<file path="config.mk">
export PLATFORM = sky130hd
export DESIGN_NAME = demux_reg4
export DESIGN_NICKNAME = d
export VERILOG_FILES = /design/src/rtl/demux_reg4_pkg.sv /design/src/rtl/demux_reg4_slot.sv /design/src/rtl/demux_reg4.sv
export SDC_FILE = /design/constraint.sdc
export NUM_CORES = 1
export LEC_CHECK = 0
export BUFFER_PORTS_ARGS = -buffer_cell sky130_fd_sc_hd__buf_2
export CAP_MARGIN = 10
export CORE_MARGIN = 2
export CORE_UTILIZATION = 30
export DETAILED_ROUTE_END_ITERATION = 6
export MAX_ROUTING_LAYER = met4
export PLACE_DENSITY_LB_ADDON = 0.2
export SLEW_MARGIN = 20
export SYNTH_ARGS = -nofsm -noshare
export SYNTH_HDL_FRONTEND = slang
export SYNTH_SLANG_ARGS = --single-unit
</file>
<file path="constraint.sdc">
create_clock -name clk_i -period 2.5 [get_ports clk_i]
set_input_delay 0.625 -clock clk_i [delete_from_list [all_inputs] [get_ports clk_i]]
set_output_delay 0.625 -clock clk_i [all_outputs]
set_load 0.01 [all_outputs]
</file>
<file path="src/rtl/demux_reg4_pkg.sv">
// demux_reg4_pkg: channel encodings and default data width for demux_reg4
package demux_reg4_pkg;
  localparam int WIDTH_DEF = 8;
  localparam logic [1:0] CH_A = 2'd0;
  localparam logic [1:0] CH_B = 2'd1;
  localparam logic [1:0] CH_C = 2'd2;
  localparam logic [1:0] CH_D = 2'd3;
endpackage

</file>
<file path="src/rtl/demux_reg4_slot.sv">
// demux_slot: one holding register with data-present flag
// ports: clk_i, rst_i (async, active-high), load_i (write d_i), ack_i (consume),
//        q_o (held data), valid_o (data present)
module demux_slot #(
  parameter int WIDTH = 8
) (
  input  logic             clk_i,
  input  logic             rst_i,
  input  logic             load_i,
  input  logic             ack_i,
  input  logic [WIDTH-1:0] d_i,
  output logic [WIDTH-1:0] q_o,
  output logic             valid_o
);
  logic [WIDTH-1:0] data_q, data_d;
  logic             valid_q, valid_d;
  // a load wins over a same-cycle ack, keeping one write per cycle throughput
  always_comb begin
    data_d  = load_i ? d_i : data_q;
    valid_d = load_i | (valid_q & ~ack_i);
  end
  always_ff @(posedge clk_i or posedge rst_i) begin
    if (rst_i) begin
      data_q  <= '0;
      valid_q <= 1'b0;
    end else begin
      data_q  <= data_d;
      valid_q <= valid_d;
    end
  end
  assign q_o     = data_q;
  assign valid_o = valid_q;
endmodule

</file>
<file path="src/rtl/demux_reg4.sv">
// demux_reg4: 1-to-4 demultiplexer into per-channel holding registers with overflow flag
// ports: clk_i, rst_i (async, active-high), in_i/sel_i/in_valid_i (write), in_ready_o,
//        out_a_o..out_d_o, valid_o[3:0], ack_i[3:0], overflow_o (sticky), ovf_clr_i
module demux_reg4 import demux_reg4_pkg::*; #(
  parameter int WIDTH = WIDTH_DEF
) (
  input  logic             clk_i,
  input  logic             rst_i,
  input  logic [WIDTH-1:0] in_i,
  input  logic [1:0]       sel_i,
  input  logic             in_valid_i,
  output logic             in_ready_o,
  output logic [WIDTH-1:0] out_a_o,
  output logic [WIDTH-1:0] out_b_o,
  output logic [WIDTH-1:0] out_c_o,
  output logic [WIDTH-1:0] out_d_o,
  output logic [3:0]       valid_o,
  input  logic [3:0]       ack_i,
  output logic             overflow_o,
  input  logic             ovf_clr_i
);
  logic [WIDTH-1:0] data [4];
  logic [3:0]       load;
  logic             accept, ovf_q, ovf_d;
  assign in_ready_o = !valid_o[sel_i] || ack_i[sel_i];
  assign accept     = in_valid_i && in_ready_o;
  assign load = {accept && sel_i == CH_D, accept && sel_i == CH_C,
                 accept && sel_i == CH_B, accept && sel_i == CH_A};
  for (genvar i = 0; i < 4; i++) begin : g_slot
    demux_slot #(.WIDTH(WIDTH)) u_slot (
      .clk_i  (clk_i),
      .rst_i  (rst_i),
      .load_i (load[i]),
      .ack_i  (ack_i[i]),
      .d_i    (in_i),
      .q_o    (data[i]),
      .valid_o(valid_o[i])
    );
  end
  // a new rejection outranks a clear so no overflow event is lost
  always_comb ovf_d = (in_valid_i && !in_ready_o) ? 1'b1 : ovf_clr_i ? 1'b0 : ovf_q;
  always_ff @(posedge clk_i or posedge rst_i) begin
    if (rst_i) ovf_q <= 1'b0;
    else       ovf_q <= ovf_d;
  end
  assign overflow_o = ovf_q;
  assign out_a_o    = data[0];
  assign out_b_o    = data[1];
  assign out_c_o    = data[2];
  assign out_d_o    = data[3];
endmodule
</file>
==> run summary, run 1 <==
The flow ran to the end, and the final reports show no timing, DRC or antenna violations. The maximum root-to-sink buffer count came out at 2. The maximum clock frequency came out at between 0.4 and 0.5 GHz.

The post-synthesis net count came out at approximately 110. In this run the remaining antenna-violating nets after routing total 0. Once layout is complete, the utilization of the core stands at roughly two fifths. The die is ~75 µm tall. On the final layout, the worst clock skew is between 1.5 and 2 ps.

Clock-pin slew was measured on the worst setup and hold paths at around 70 ps. The finished cells cover 1980 µm². The clock period minus worst slack came out at between 2000 and 2500 ps.

The DRC violation count after routing came out at 0. In this run the worst setup path begins at ack_i[1]. The number of antenna violations at the first check in global routing came out at 0.

The number of global-route vias before repair is 991. The count of endpoints failing hold in the final timing report came to 0. STA classifies the critical path startpoint as an input port.

The pin count of the biggest net entering global routing is 38. The endpoint type of the worst setup path is a primary output. The critical path is of the in -> out type. Walking the worst path, the cells encountered are buf_2, or2b_1, mux4_2, buf_2. The cell at the root of the clock tree is sky130_fd_sc_hd__clkbuf_8. The most prevalent standard cell on the critical path is sky130_fd_sc_hd__buf_2. The antenna cell count came out at 0. The total design power is roughly 1.8 mW.

The flip-flop cell with the highest count after synthesis is sky130_fd_sc_hd__dfrtp_1. The most repeated cell in the gate-level netlist after synthesis is sky130_fd_sc_hd__dfrtp_1. Detailed placement ended at an HPWL of around 2.3 mm. The maximum fanout count along the critical path came out at 3.

The cell family contributing the most delay on the critical path is multiplexers. Synthesis produced 96 cells. The first detailed-routing pass took 4 iterations. Of the post-synthesis cell area, the dominant cell type holds between 60% and 70%.

The worst endpoint required time is approximately 1900 ps. Of the cells placed in the final design, the portion with a size suffix greater than 1 is between 60 and 70%. The final routed wirelength across all metal layers is roughly 3.2 mm. The level count of the clock H-tree came out at 2. The site row count came out at 25. Setup repair after global routing left no endpoint under its margin. The congestion estimate from routability-driven global placement came to 0.704. For this design the static power due to leakage is ~0.97 nW. The arrival time at the worst endpoint is around 1600 ps. The mean instance size in the synthesized netlist is 15.7 µm².

TritonCTS built the clock tree. The remaining global-route overflow is 0. Setup violations remaining at the end of the flow were counted as 0.

The core region area is between 4000 and 5000 µm². The final worst-path setup slack came out at 289 ps. The number of nets in the finished design is 173.

The count of pins over their slew limit came to 0. The width of the die is around 75 µm. The worst-case IR drop observed on VDD is between 0.3 and 0.4 mV. The pre-CTS setup slack came out at ~290 ps.

The post-synthesis cell area is 1510 µm². In the final routed layout, each cell accounts on average for ~14 µm. The number of CTS-inserted buffers is 5. Clock tree synthesis found a total of 37 sinks.

The global-route total usage across every layer is between 10% and 20%. The portion of the post-synthesis area used by sequential elements is approximately 61%. The final total negative setup slack is 0 ps. The largest total area in the synthesized netlist belongs to sky130_fd_sc_hd__dfrtp_1. The final worst-path cycle share came out at between 80% and 90%.

The pin slew with the least headroom to its limit came out at 533 ps. Clock latency on the worst-skew pair, taken at its later pin, is around 290 ps. During synthesis, Yosys emitted a total of 0 warnings. The number of distinct library cell variants in the gate-level netlist after synthesis came out at 18. The worst hold path belongs to the class in -> async.

The total die area came out at between 5000 and 6000 µm². The number of enable-type register cells in the synthesized netlist is 0. Buffers inserted to repair hold after CTS numbered 0. Max-cap violations in this run came to 0. The total of buffers placed on input and output ports is 55.

The count of cells resized by post-cts repair came out at 0. The async set-reset flop share out of synthesis is between 90% and 100%. The first global-routing pass estimated ~4.9 mm of wire. The worst slew margin relative to its limit is between 60% and 70%. After clock tree synthesis, the setup repair step added 0 buffers.

The count of state elements after synthesis came out at 37. The count of vias placed by the detailed router is approximately 980. After synthesis, the cell types taking the most area are sky130_fd_sc_hd__dfrtp_1, sky130_fd_sc_hd__mux2_2, sky130_fd_sc_hd__mux2_4. The largest individual stage delay along the critical path comes from the cell sky130_fd_sc_hd__mux4_2. The synthesis-to-finish area growth is 30.9%. The maximum single-stage delay on the critical path is 470 ps.

In this run the count of I/O pins placed on the die edge is 56. The commonest cells after synthesis are sky130_fd_sc_hd__dfrtp_1, sky130_fd_sc_hd__mux2_2, sky130_fd_sc_hd__mux2_4, sky130_fd_sc_hd__buf_4, sky130_fd_sc_hd__nand2_1. The initial utilization of the core area, before any placement, comes to a little under a third. The total placed instance area came out at 1840 µm². The violation count after the first detailed-route iteration came out at 73. Power spread over the standard cell area amounts to 885 nW/µm². The number of buffers and inverters on the critical path came out at 2. The critical register-to-register path startpoint is g_slot[2].u_slot.valid_o. The via density per instance came out at between 4 and 5.
[cells by family (layout without fill, tap and decap cells)]
group / Yosys count / after routing / synth area share, %
buf+inv: 9 / 69 / 3.97
flops: 37 / 37 / 61.3
simple gates: 15 / 15 / 6.71
compound gates: 2 / 2 / 0.745
mux: 33 / 33 / 27.3
[metal layers]
metal	up-vias	GRT usage (%)	routed length, µm
met3	8	3.08	204
met5	-	-	0
met2	40	20.4	1620
li1	445	-	-
met1	488	15.1	1330
met4	0	7.14	72
[per-stage QoR]
stage,hold slack (ps),std cells
final,438,223
after detailed placement,490,215
after floorplan,474,96
after CTS,452,223
after global routing,489,223
after global placement,484,215
[path summary, 6_finish.rpt]
check	to	slack, ps	cells past startpoint
setup / recovery	in_ready_o	290	4
hold / removal	g_slot[1].u_slot.q_o[2]	440	3
setup reg to reg	g_slot[2].u_slot.q_o[5]	1020	3
hold reg to reg	g_slot[2].u_slot.q_o[0]	500	1
max in group asynchronous	g_slot[0].u_slot.q_o[7]	1730	3
min in group clk_i	g_slot[2].u_slot.q_o[0]	500	1
[registers in the layout, summed over array words and instances, names as in the netlist]
| name | flops |
|---|---|
| g_slot.u_slot.q_o | 32 |
| g_slot.u_slot.valid_o | 4 |
| overflow_o | 1 |
[area by class of cell]
cell class	instances	area [µm²]
clock inverter	3	65.1
clock buffer	5	68.8
sequential	37	926
timing repair buffer	58	298
multi-input combinational	50	526
tap	67	83.8
fill	471	2810
inverter	3	11.3
[where the power goes]
group          switching, mW  leakage (nW)  total, mW  internal [mW]
clock network          0.211        0.0681      0.607          0.396
registers             0.0603         0.445      0.775          0.714
logic                  0.170         0.462      0.369          0.199
[placed cells by master, fill, tap and decap left out]
cell type,count
sky130_fd_sc_hd__and2b_2,1
sky130_fd_sc_hd__and3_1,1
sky130_fd_sc_hd__buf_2,55
sky130_fd_sc_hd__buf_4,3
sky130_fd_sc_hd__bufinv_16,2
sky130_fd_sc_hd__clkbuf_8,5
sky130_fd_sc_hd__clkinv_2,1
sky130_fd_sc_hd__dfrtp_1,37
sky130_fd_sc_hd__inv_1,3
sky130_fd_sc_hd__mux2_2,24
sky130_fd_sc_hd__mux2_4,8
sky130_fd_sc_hd__mux4_2,1
sky130_fd_sc_hd__nand2_1,5
sky130_fd_sc_hd__nand2b_1,3
sky130_fd_sc_hd__nand3_1,1
sky130_fd_sc_hd__nand3b_2,1
sky130_fd_sc_hd__nor2b_1,1
sky130_fd_sc_hd__nor3b_4,1
sky130_fd_sc_hd__o21ai_0,1
sky130_fd_sc_hd__o22ai_1,1
sky130_fd_sc_hd__or2b_1,1
[worst min-delay path, stage by stage]
cell and delay (ps):
sky130_fd_sc_hd__buf_2 90, sky130_fd_sc_hd__inv_1 40, sky130_fd_sc_hd__buf_4 400
Note: power is estimated with default switching activity, not from simulation.
==> inputs of run 2 (changes only) <==
Clock period 2.5 ns to 2.45 ns, I/O delays scaled along.
==> run 2 against run 1 <==
- power is 9.3% lower
- sequential share of layout area is 1.0 points higher
- via count is 1.8% lower
- critical path depth unchanged
- die area unchanged
- register-to-register slack got worse by 80 ps
- cell count did not move
- global-route usage down 0.30 points
- clock power is 30% lower
==> run summary, run 2 (synthesis gave the netlist of run 1 again) <==
The count of vias placed by the detailed router came out at 963. The signal on the critical path passes through buf_2, or2b_1, mux4_2, buf_2. The final worst-path cycle share came out at between 80% and 90%. The via density per instance is between 4 and 5. Cells with a size suffix above 1 make up 65.4% of the layout. The count of cells resized by post-cts repair is 0. During I/O placement, the number of pins put on the boundary was 56.

The post-detailed-route count of antenna-violating nets came out at 0. The library cells used most frequently in the layout, excluding fill and tap cells, are sky130_fd_sc_hd__buf_2, sky130_fd_sc_hd__dfrtp_1, sky130_fd_sc_hd__mux2_2. The synthesis-to-finish area growth came out at 28.1%. Across the run, the number of max-cap violations was 0. The critical register-to-register path startpoint is g_slot[2].u_slot.valid_o. Setup repair after global routing left no endpoint under its margin. The critical path is of the in -> out type. The wire length per cell is roughly 14 µm.

The site row count is 25. The H-tree was split into 2 levels. The violation count after the first detailed-route iteration came out at 37. The path class of the tightest hold or removal check is in -> async.

For the worst setup path, the data required time is between 1500 and 2000 ps. The total met2 wirelength after detailed routing is about 1.6 mm. The later pin in the worst-skew pair is clocked with a latency of between 200 and 300 ps. The routed metal-1 wire length is between 1 and 1.5 mm. The number of CTS-inserted buffers is 5. The pin slew with the least headroom to its limit came out at 545 ps.

The antenna cell count is 0. The final number of setup-violating endpoints came out at 0. The slowest stage of the critical path belongs to the cell sky130_fd_sc_hd__mux4_2. In the detailed route, the total length drawn on met3 is between 200 and 250 µm. The tree is rooted in a sky130_fd_sc_hd__clkbuf_8. The smallest clock period supported by the final layout is computed as 2180 ps. The library cell used most frequently in the layout, excluding fill and tap cells, is sky130_fd_sc_hd__buf_2.

The count of endpoints failing hold in the final timing report is 0. The DRC violation count after routing came out at 0. The number of optimization iterations in the first detailed-route pass is 2. The worst setup path is launched from an input port.

The clock passes through at most 2 buffers. The clock slew at the register clock pins of the worst setup and hold paths is 80 ps. The maximum clock frequency is around 0.46 GHz. The final hold slack came out at between 400 and 500 ps. The final total negative setup slack came out at 0 ps. The reg-to-reg setup timing slack is between 900 and 1000 ps. The remaining global-route overflow came out at 0.

The number of hold buffers added after CTS was 0. The utilization after layout is between 40% and 50%. The number of filler cells placed in the layout is 468.

The maximum single-stage delay on the critical path came out at 470 ps. In this run, placement finished with an instance count of 215. The number of nets in the finished design came out at 173. The number of non-filler instances in the completed layout came out at about 220. The post-CTS repair timing setup buffer count came out at 0.

Counting stages on the worst path, the most repeated cell is sky130_fd_sc_hd__buf_2. The floorplan step defined a core boundary enclosing between 4000 and 5000 µm². The number of flip-flops under the largest register name came out at 32. For this run, the total global-route usage over all layers was measured as 12.6%. The width of the die came out at 75.0 µm.

The finished cells cover slightly below 2000 µm². The flow ran to the end, and the final reports show no timing, DRC or antenna violations. The maximum fanout count along the critical path came out at 3. Summing all placed instances gives a cell area of 1840 µm².

The count of clock tree sinks came out at 37. The worst slew margin relative to its limit came out at a little under two thirds. The number of global-route vias before repair was ~960.

The count of pins over their slew limit is 0. The die covers 5620 µm². The arrival time at the worst endpoint came out at around 1600 ps.

The wire length of the first global-routing pass is 4.77 mm. The total of buffers placed on input and output ports is 55. On the final layout, the worst clock skew is roughly 4.7 ps. Entering global routing, the biggest net connects 38 pins. In this run the top signal layer used is met4. In this run the critical register-to-register path is captured at g_slot[2].u_slot.q_o[7].

The final routed wirelength across all metal layers came out at roughly 3.2 mm. The die is about 75 µm tall. The final weighted congestion in routability-driven placement came out at between 0.7 and 0.8. The HPWL after detailed placement is between 2 and 2.5 mm. For this design the ratio of total power to cell area is roughly 820 nW/µm².

The analysis attributes to cell leakage a power of 0.943 nW. The number of antenna violations at the first check in global routing is 0. The starting utilization of the core area is between 30% and 40%. The worst setup path is captured at a primary output. The beginning of the critical path is ack_i[1]. TritonCTS built the clock tree. The cell count of the worst reg-to-reg path is 3. The worst voltage drop across the vdd grid is 0.388 mV.
## run 2: layout make-up
| cell class | instances | area, µm² | area share, % |
|---|---|---|---|
| inverters | 3 | 11.3 | 0.582 |
| multi-input cells | 50 | 526 | 27.1 |
| clock inverters | 3 | 22.5 | 1.16 |
| flip-flops and latches | 37 | 926 | 47.8 |
| clock buffers | 5 | 68.8 | 3.56 |
| repair buffers | 58 | 298 | 15.4 |
| well taps | 67 | 83.8 | 4.33 |
## run 2: report_power, final
| part | switching, mW | leakage [nW] | total, mW | internal (mW) |
|---|---|---|---|---|
| Clock | 0.223 | 0.0364 | 0.422 | 0.199 |
| Combinational | 0.174 | 0.462 | 0.376 | 0.203 |
| Sequential | 0.0609 | 0.445 | 0.789 | 0.729 |
| Total | 0.457 | 0.943 | 1.59 | 1.13 |
## run 2: metal layers
metal / up-vias / track usage (%)
met4: 0 / 4.76
met5: - / -
met2: 36 / 20.7
li1: 448 / -
met3: 4 / 4.28
met1: 475 / 14.2
## run 2: worst max path at each step
stage,to,slack [ps],depth (start not counted)
2_1_floorplan,in_ready_o,510,2
3_3_place_gp,in_ready_o,270,4
3_5_place_dp,in_ready_o,270,4
4_1_cts,in_ready_o,270,4
5_1_grt,in_ready_o,220,4
6_report,in_ready_o,270,4
## run 2: per-stage QoR
step                setup slack [ps]  total power, mW
finish                           266             1.59
global route                     222             1.69
CTS                              266             1.62
detailed placement               266             1.19
global placement                 273             1.17
floorplan                        506             1.01
## run 2: worst max-delay path, delay by kind of cell
kind | cells | cell delay, ps
buf+inv | 2 | 250
mux | 1 | 470
simple gates | 1 | 240
==> inputs of run 3 (changes only) <==
Settings changed: BUFFER_PORTS_ARGS -buffer_cell sky130_fd_sc_hd__buf_2 to -buffer_cell sky130_fd_sc_hd__buf_4.
==> run 3 against run 2 <==
- via count is 2.0% lower
- critical path depth did not move
- cell area is 8.4% higher
- die area did not move
- utilization grew 3.4 points
- setup slack worse by 12 ps
- global-route usage down 0.11 points
- non-clock buffer count is the same
- routed wire length rose by 1.8%
- power increased by 12%
- sequential share of layout area shrank 3.7 points
- combinational power increased by 19%
- critical path type unchanged
- critical endpoint unchanged
- largest power group unchanged
==> run summary, run 3 (synthesis gave the netlist of run 1 again) <==
In this run the worst path has a maximum fanout of 3. The clock passes through at most 2 buffers. The final routed wirelength across all metal layers is 3.26 mm.

In the final routed layout, each cell accounts on average for 14.6 µm. The arrival time at the worst endpoint came out at between 1500 and 2000 ps. The most common library cell in the layout ignoring fill and taps is sky130_fd_sc_hd__buf_4.

Measured on the finished design, the core utilization comes to between 40 and 50%. The pin count of the biggest net entering global routing came out at 38. The wire length of the first global-routing pass came out at around 4.8 mm. The HPWL after detailed placement came out at 2.30 mm.

The count of vias placed by the detailed router came out at between 900 and 1k. The worst slew margin relative to its limit came out at 64.5%. The worst setup path is of the in -> out kind.

The maximum single-stage delay on the critical path is approximately 470 ps. The number of buffers inserted by hold repair at cts came out at 0. The final worst-path cycle share came out at between 80% and 90%.

The endpoint type of the worst setup path is a primary output. The worst path in the final design needs a cycle of 2200 ps, including I/O delays and setup. The count of pins over their slew limit was 0. The worst endpoint required time is 1840 ps. The share of layout cells above drive strength 1 came out at ~65%. The synthesis-to-finish area growth came out at 38.8%. In this run the vertical extent of the chip is ~75 µm. The cell count of the worst reg-to-reg path is 4. The floorplan step defined a die boundary enclosing between 5000 and 6000 µm². The power per cell area is 848 nW/µm². In this run the register-to-register setup slack is roughly 800 ps. The final number of setup-violating endpoints came out at 0. The pin slew with the least headroom to its limit is 532 ps. The number of global-route vias before repair came out at between 900 and 1k. After floorplanning, the core was sized to cover ~4800 µm². The repair_antennas step left the layout with diodes totalling 0. The root buffer cell chosen for the clock tree is sky130_fd_sc_hd__clkbuf_8. The signal on the critical path passes through buf_4, or2b_1, mux4_2, buf_4. The maximum clock frequency came out at roughly 0.46 GHz. TritonCTS built the clock tree. The violation count after the first detailed-route iteration is 27. The run finished with clean final reports. The count of endpoints failing hold in the final timing report is 0.

The count of clock tree sinks is 37. The worst voltage drop across the vdd grid is between 0.4 and 0.5 mV. The number of CTS-inserted buffers came out at 5.

In this run the critical register-to-register path is captured at g_slot[1].u_slot.q_o[1]. In this design, the critical path's most frequently occurring cell is sky130_fd_sc_hd__buf_4. Global routing finished with a remaining overflow of 0. The final worst-path setup slack is ~250 ps. In the global route stage, overall resource usage came out at 12.5%. The post-detailed-route count of antenna-violating nets is 0. Timing analysis after detailed placement gives a worst setup slack of roughly 250 ps. For this configuration, the core starts out at a cell density of 31.6%. The worst hold path class is in -> async. The count of cells resized by post-cts repair came out at 0.

The net count of the finished layout is roughly 170. The number of antenna violations at the first check in global routing was 0. The DRC violation count after routing is 0. Setup repair after global routing left no endpoint under its margin. The clock tree synthesis step divided the H-tree into 2 levels. After routing, the total negative slack on setup checks comes to 0 ps. The beginning of the critical path is ack_i[1]. Buffers added to address setup during post-CTS repair amount to 0. The critical register-to-register path startpoint is g_slot[1].u_slot.valid_o. 56 I/O pins were placed. The insertion delay to the later sink of the worst-skew pair came out at ~280 ps. In the layout the commonest cells are sky130_fd_sc_hd__buf_4, sky130_fd_sc_hd__dfrtp_1, sky130_fd_sc_hd__mux2_2. The worst clock skew is about 4.6 ps. Counting tap cells, the placed design contains a total of around 220 instances. Max-cap violations in this run came to 0. The reported leakage power is slightly above 1 nW. The clock slew at the register clock pins of the worst setup and hold paths is ~70 ps. The area of all placed cells without fillers came out at 2100 µm². The width of the die came out at approximately 75 µm. The total placed instance area is 1980 µm². For this design, the slowest cell found on the critical path is sky130_fd_sc_hd__mux4_2.

The number of non-filler instances in the completed layout came out at 223. STA classifies the critical path startpoint as an input port. The number of flip-flops under the largest register name came out at 32.

The final weighted congestion in routability-driven placement is slightly below 0.7. The number of optimization iterations in the first detailed-route pass came out at 4. The via density per instance came out at around 4.2. The site row count came out at 25.

The most critical setup path has its endpoint at in_ready_o. Input and output buffers added on the ports amount to between 50 and 60.
==> run 3: critical path, delay by kind of cell <==
kind                   cells  cell delay [ps]
buffers and inverters      2              270
multiplexers               1              470
AND/OR/NAND/NOR            1              240
==> run 3: cell type report <==
class	instances	area (µm²)
Fill cell	458	2690
Clock buffer	7	86.3
Clock inverter	1	30.0
Sequential cell	37	926
Timing Repair Buffer	58	435
Tap cell	67	83.8
Multi-Input combinational cell	50	526
Inverter	3	11.3
==> run 3: how the worst min path moves through the flow <==
stage / end / cells after the start
final: g_slot[1].u_slot.q_o[3] / 3
after global routing: overflow_o / 3
after CTS: g_slot[2].u_slot.q_o[6] / 3
after detailed placement: g_slot[2].u_slot.q_o[0] / 1
after global placement: g_slot[0].u_slot.q_o[2] / 1
after floorplan: g_slot[3].u_slot.valid_o / 2
==> run 3: through the flow <==
stage                     total power [mW]  hold slack, ps
after floorplan                       1.01             474
after global placement                1.25             492
after detailed placement              1.26             497
after CTS                             1.81             453
after global routing                  1.87             475
final                                 1.78             445
==> run 3: routing by layer <==
| layer | part of all wire [%] | vias up | global-route usage [%] |
|---|---|---|---|
| met2 | 48 | 35 | 18.6 |
| li1 | - | 445 | - |
| met1 | 44 | 457 | 15.2 |
| met3 | 6.6 | 7 | 4.55 |
| met5 | 0 | - | - |
| met4 | 1.6 | 0 | 5.36 |
==> run 3: where the power goes <==
part	total [mW]	internal [mW]	switching, mW
logic	0.449	0.273	0.175
registers	0.795	0.729	0.0657
clock network	0.535	0.332	0.204
total	1.78	1.33	0.445
